$ cat config.mk
export PLATFORM = sky130hd
export DESIGN_NAME = icache_ctrl
export DESIGN_NICKNAME = d
export VERILOG_FILES = /design/src/rtl/cpu_types_pkg.sv /design/src/rtl/icache_ctrl.sv
export SDC_FILE = /design/constraint.sdc
export NUM_CORES = 1
export LEC_CHECK = 0
export ABC_AREA = 1
export ABC_CLOCK_PERIOD_IN_PS = 11300
export CELL_PAD_IN_SITES_DETAIL_PLACEMENT = 0
export CELL_PAD_IN_SITES_GLOBAL_PLACEMENT = 1
export CORE_UTILIZATION = 25
export CTS_CLUSTER_SIZE = 14
export DETAILED_ROUTE_END_ITERATION = 8
export HOLD_SLACK_MARGIN = 0.12
export PLACE_DENSITY = 0.47
export SLEW_MARGIN = 20
export SYNTH_ARGS = -nofsm -noshare
export SYNTH_HDL_FRONTEND = slang
export SYNTH_SLANG_ARGS = --single-unit
$ cat constraint.sdc
create_clock -name CLK -period 11.3 [get_ports CLK]
set_input_delay 3.39 -clock CLK [delete_from_list [all_inputs] [get_ports CLK]]
set_output_delay 3.39 -clock CLK [all_outputs]
set_load 0.02 [all_outputs]
$ cat src/rtl/cpu_types_pkg.sv
// Shared CPU datapath types: machine word and the instruction-cache view of a
// fetch address for the default cache geometry.
package cpu_types_pkg;

  localparam int WORD_W       = 32;
  localparam int ICACHE_NSETS = 16;
  localparam int ICACHE_IDX_W = $clog2(ICACHE_NSETS);
  localparam int ICACHE_TAG_W = WORD_W - 2 - ICACHE_IDX_W;

  typedef logic [WORD_W-1:0] word_t;

  // Fetch address split as the direct-mapped icache sees it (MSB first)
  typedef struct packed {
    logic [ICACHE_TAG_W-1:0] tag;
    logic [ICACHE_IDX_W-1:0] idx;
    logic [1:0]              bytoff;
  } icachef_t;

endpackage

$ cat src/rtl/icache_ctrl.sv
// Direct-mapped, one-word-per-frame instruction cache sitting between the
// datapath fetch port and the memory arbiter. Hits are answered in the same
// cycle; a miss parks the word address and issues a blocking read until the
// memory drops iwait, then the frame is written and the fetch retried.
module icache_ctrl
  import cpu_types_pkg::*;
#(
  parameter int NSETS = 16
) (
  input  logic  CLK,
  input  logic  nRST,
  input  logic  imemREN,
  input  word_t imemaddr,
  output logic  ihit,
  output word_t imemload,
  output logic  iREN,
  output word_t iaddr,
  input  logic  iwait,
  input  word_t iload
);

  localparam int IW = $clog2(NSETS);
  localparam int TW = 30 - IW;

  typedef enum logic {
    IDLE = 1'b0,
    FILL = 1'b1
  } state_t;

  state_t          state;
  logic [29:0]     miss_addr;
  logic [NSETS-1:0] valid;
  logic [TW-1:0]   tag_arr [NSETS];
  word_t           data_arr [NSETS];

  logic [TW-1:0]   cur_tag;
  logic [IW-1:0]   cur_idx;
  logic [TW-1:0]   fill_tag;
  logic [IW-1:0]   fill_idx;
  logic            hit_now;
  logic            fill_done;
  logic            unused_off;

  assign cur_tag    = imemaddr[31:2+IW];
  assign cur_idx    = imemaddr[1+IW:2];
  assign fill_tag   = miss_addr[29:IW];
  assign fill_idx   = miss_addr[IW-1:0];
  assign unused_off = ^imemaddr[1:0];
  assign fill_done  = (state == FILL) && !iwait && !nRST;

  // Lookup and memory-side request; only IDLE may hit, only FILL may read
  always_comb begin
    hit_now  = (state == IDLE) && imemREN && valid[cur_idx] &&
               (tag_arr[cur_idx] == cur_tag);
    ihit     = hit_now;
    imemload = data_arr[cur_idx];
    iREN     = (state == FILL);
    iaddr    = (state == FILL) ? {miss_addr, 2'b00} : '0;
  end

  // Miss/fill sequencing and valid bits; a reset mid-fill drops the read
  always_ff @(posedge CLK) begin
    if (nRST) begin
      state     <= IDLE;
      miss_addr <= '0;
      valid     <= '0;
    end else begin
      unique case (state)
        IDLE: begin
          if (imemREN && !hit_now) begin
            miss_addr <= imemaddr[31:2];
            state     <= FILL;
          end
        end
        FILL: begin
          if (!iwait) begin
            valid[fill_idx] <= 1'b1;
            state           <= IDLE;
          end
        end
        default: state <= IDLE;
      endcase
    end
  end

  // Tag and data frames are not reset; they only change when a fill lands
  always_ff @(posedge CLK) begin
    if (fill_done) begin
      tag_arr[fill_idx]  <= fill_tag;
      data_arr[fill_idx] <= iload;
    end
  end

endmodule

# Yosys cells after proc, flatten, opt, wreduce, memory -nomap -nowiden
# Memory sizes are Yosys's and may differ from the RTL's.
# Cells that the tools add are included.
# Widths: inputs -> output; s select.
[word_totals]
register_bits = 47
ramBits = 928
input_bits = 68
output_inout_bits = 66
word_cells = 34
memories = 2
[op_classes]
n_lt_le_gt_ge = 3
n_eq_ne = 1
muxes = 10
bitwise_logic = 3
reduce_logical = 12
[mem_list]
columns = ["name", "depth", "width", "read_ports", "rd_ports_with_merged_regs", "write_ports", "line_no", "text"]
rows = [
  ["data_arr", 16, 32, 1, 0, 1, "icache_ctrl.sv:34", "word_t data_arr [NSETS];"],
  ["tag_arr", 16, 26, 1, 0, 1, "icache_ctrl.sv:33", "logic [TW-1:0] tag_arr [NSETS];"],
]
[ops]
columns = ["cell", "count"]
rows = [
  ["$mux 32", 1],
  ["$eq 26x26->1", 1],
  ["$or 16x16->16", 1],
  ["$lt 4x5->1 const B", 2],
  ["$logic_and 1x1->1", 7],
  ["$mux 1", 6],
  ["$bmux 1 s4", 1],
  ["$demux 1 s4", 1],
  ["$ge 4x1->1 const B", 1],
  ["$reduce_and 2->1", 2],
  ["$logic_not 1->1", 3],
  ["$not 1->1", 2],
  ["$pmux 1 s2", 1],
]

# Logic depth before layout (Yosys ltp)
[depth]
ltp_word = 8
mapped_depth = 22
depth_no_buf = 18

# Least setup slack after synthesis
# Ideal clock, no wire load.
[synth_path]
path_kind = "in2out"
start = "input imemaddr[2]"
end = "output imemload[20]"
arrival_time_ps = 5077
required_ps = 7910
setup_slack_ps = 2833
stages = 11
n_path_buf = 7
cell_sequence = "buf_6 buf_2 buf_4 buf_4 buf_2 buf_2 clkbuf_1 nor2_1 o221ai_1 nand3_1 nand2_1"
[synth_between]
elab_chain_len = 1
[synth_lines]
columns = ["element", "line_no", "text"]
rows = [
  ["from (decl)", "icache_ctrl.sv:13", "input word_t imemaddr,"],
  ["$mem_v2 16x32", "-", ""],
  ["to (decl)", "icache_ctrl.sv:15", "output word_t imemload,"],
]
# No other way between the ends.

# Worst setup path in the final report
[layout_path]
start = "input imemaddr[2]"
end = "output ihit"
[layout_between]
elab_chain_len = 4
word_cells_on_any_way = 6
cone_classes = "eq/ne (1); mux (2); reduce/logical (2); memory (1)"
[layout_lines]
columns = ["element", "line_no", "text"]
rows = [
  ["branches (longest 3 deep; another with $mem_v2 16x26)", "-", ""],
  ["$logic_and 1x1->1 *", "icache_ctrl.sv:53", "hit_now = (state == IDLE) && imemREN && valid[cur_idx] &&"],
  ["to (decl)", "icache_ctrl.sv:14", "output logic ihit,"],
]
# Every way passes the cells marked *. The select of a mux whose other input is x is not followed.

==> impl_metrics.py <==
metrics = {
    "clock_network": {
        "worstSkewPairLatency_ns": 0.73,
        "cts.sinks": 975,
        "tritoncts": "yes",
        "cts_setup_buffers": 0,
        "hold_buffers": 0,
        "clkTransAtPathRegs_ns": 0.06,
        "cts_max_level": 3,
        "cts-root-buf": "clkbuf_16",
        "cts_inserted_buffers": 110,
        "cts_resized": 0,
        "cts_buffer_depth": 3,
    },
    "synth": {
        "synth_xor_area_frac": 0,
        "synth-simple-area-share": 0.153,
        "synth-main-ff-cell": "edfxtp_1",
        "syn_inst": 3426,
        "synthArstFlopShare": 0,
        "synth_edf_count": 928,
        "synth_top_area_cell": "edfxtp_1",
        "yosysMostFrequentCell": "edfxtp_1",
        "yosysTopAreaCellShare": 0.697,
        "ys_ff_latch": 975,
        "avgSynthCellArea_um2": 11.7,
        "synth_compound_area_frac": 0.0760,
        "synth_common_cells": "edfxtp_1 (928), nand2_1 (714), nor2_1 (407), nand3_1 (326), o21ai_0 (276)",
        "yosys_warnings": 0,
        "synth_top_family_by_area": "simple AND/OR/NAND/NOR gates",
        "synthMuxAreaShare": 0,
        "ys_seq_area_frac": 0.721,
        "synth_area_leaders": "edfxtp_1 (70%), nand2_1 (6.7%), nand3_1 (4.1%)",
        "synthAdderAreaFrac": 0,
        "synthDistinctLibCells": 29,
        "synth_area_um2": 40000,
    },
    "routing": {
        "final_antenna_net_count": 0,
        "drc": 0,
        "wl_mm": 131,
        "routed_via_density": 4.55,
        "drt_first_pass_iters": 5,
        "vias": 25900,
        "avgRoutedWirePerCell_um": 23.0,
        "drt_iter0_markers": 1746,
    },
    "layout": {
        "final_core_util": 0.296,
        "final_nets": 3587,
        "drive_above_1_share": 0.0740,
        "final_area_um2": 46900,
        "synthToLayoutAreaGrowth_pct": 17.3,
    },
    "placement": {
        "port_buffers": 129,
        "place_congestion": 0.718,
        "hpwl_mm": 64.7,
        "placed_area_um2": 43500,
    },
    "critical_path": {
        "end_kind": "primary output",
        "crit_path_start_kind": "input pin",
        "crit_top_cell": "nand2_1",
        "path_class": "in -> out",
        "cp.arrival_ns": 6.75,
        "slowest_delay_ns": 0.69,
        "critPathSlowestCell": "clkdlybuf4s50_1",
        "worstPathCellList": "buf_8 > inv_16 > buf_4 > nand2_1 > nand2_1 > nand2_1 > nand3_1 > nand3_1 > nand2_1 > nand2_1 > nand2_1 > nand2_1 > nor2_1 > nand3_1 > nor2_2 > clkdlybuf4s50_1",
        "crit_required_ns": 7.91,
        "cp_max_fo": 77,
    },
    "power_and_ir_drop": {
        "total_leakage_power_nw": 16.6,
        "p_per_area_nw_per_um2": 169,
        "irDropWorstVdd_mv": 0.119,
    },
    "global_routing": {
        "grt_max_degree": 172,
        "grt_pass1_vias": 25200,
        "groute.usage.overall": 0.159,
        "antenna_found_initial": 8,
        "grt_pass1_wl_mm": 186,
        "grt-ovfl-total": 0,
    },
    "die": {
        "coreArea_um2": 159000,
        "rows": 146,
        "io_pins": 134,
        "die_w_um": 402,
        "dieArea_um2": 161000,
        "start_util": 0.252,
        "die_h_um": 402,
    },
    "sta": {
        "fmax_mhz": 98.6,
        "worst_pin_slew_ns": 1.13,
        "skew_ns": 0.0353,
        "setup_viol": 0,
        "maxSlewHeadroom": 0.247,
        "finalHoldViolCount": 0,
        "timing.hold.ws_ns": 0.471,
        "tns_ns": 0,
        "min_period_over_period": 0.898,
        "rsz0062_at_grt": "no",
        "drv_slew": 0,
        "fin_crit_ns": 10.14,
    },
    "flow_run": {
        "cap_violations": 0,
    },
    "status": {
        "status": "completed",
    },
    "worst_hold_path": {
        "hold_class": "reg -> reg",
    },
}
per-stage QoR:
step,power [W],std cells,setup WS [ns]
floorplan,0.00439,3427,2.83
global placement,0.00465,5479,1.08
detailed placement,0.00465,5479,1.08
CTS,0.00804,5681,1.09
global route,0.00821,5681,0.846
finish,0.00792,5683,1.16
cells in the final DEF, fill, tap and decap left out:
cell type        count
clkdlybuf4s50_1    125
or2_2                5
nand2_2              1
inv_1              237
inv_2                1
inv_4                1
bufinv_16            3
clkinv_1            26
buf_4               59
clkinv_16            1
nand3_1            326
o221ai_1            85
o211ai_1            58
clkinv_2            17
nand2_1            714
clkbuf_1            41
o22ai_1             58
buf_8                1
dfxtp_1             46
dfxtp_2              1
inv_8                1
o21ai_1             19
buf_12               8
nand4_1              2
conb_1               2
edfxtp_1           928
or2_1                1
nor2_1             390
buf_6                1
a21oi_1              4
inv_6                1
or2_0                4
clkbuf_8             2
clkbuf_16          112
inv_16               4
diode_2              2
nor2_4              18
nor2_2              30
o21ai_0            276
final timing paths:
check              start  slack [ns]  depth (start not counted)             end
min             valid[0]        0.47                          2        valid[0]
min reg2reg     valid[0]        0.47                          2        valid[0]
max          imemaddr[2]        1.16                         16            ihit
max reg2reg         iREN        7.05                          6  tag_arr[15][3]
state kept, by name, indices dropped and copies added, names as in the netlist:
name,cells
data_arr,512
tag_arr,416
miss_addr,30
valid,16
iREN,1
power by group:
part	leakage [nW]	internal [W]	switching [W]
registers	8.88	0.00399	0.0000449
clock network	1.62	0.00190	0.00146
logic	6.12	0.000158	0.000371
cell type report:
class | count | area, um^2
fill | 16300 | 112000
sequential | 975 | 28800
multi-input combinational | 1993 | 9290
clock buffer | 154 | 2970
tap | 2072 | 2590
timing repair buffer | 195 | 1890
inverter | 244 | 947
clock inverter | 48 | 355
antenna | 2 | 5.00
worst max-delay path: cells and delay by family:
kind	cells	cell delay (ns)
AND/OR/NAND/NOR	12	1.49
buffers and inverters	4	1.74
logic make-up after synthesis:
family / count (synthesis)
simple gates: 1491
flops: 975
buf+inv: 459
compound gates: 500
other cells: 1
metal layers:
layer  global-route usage  share of wire  vias to the layer above
met2                0.259           0.47                      520
met1                0.223           0.47                    13000
met4               0.0320          0.017                        8
li1                     -              -                    12200
met3               0.0259          0.041                      153
met5                    0        0.00044                        -
Power figures use the tool's default switching activity.
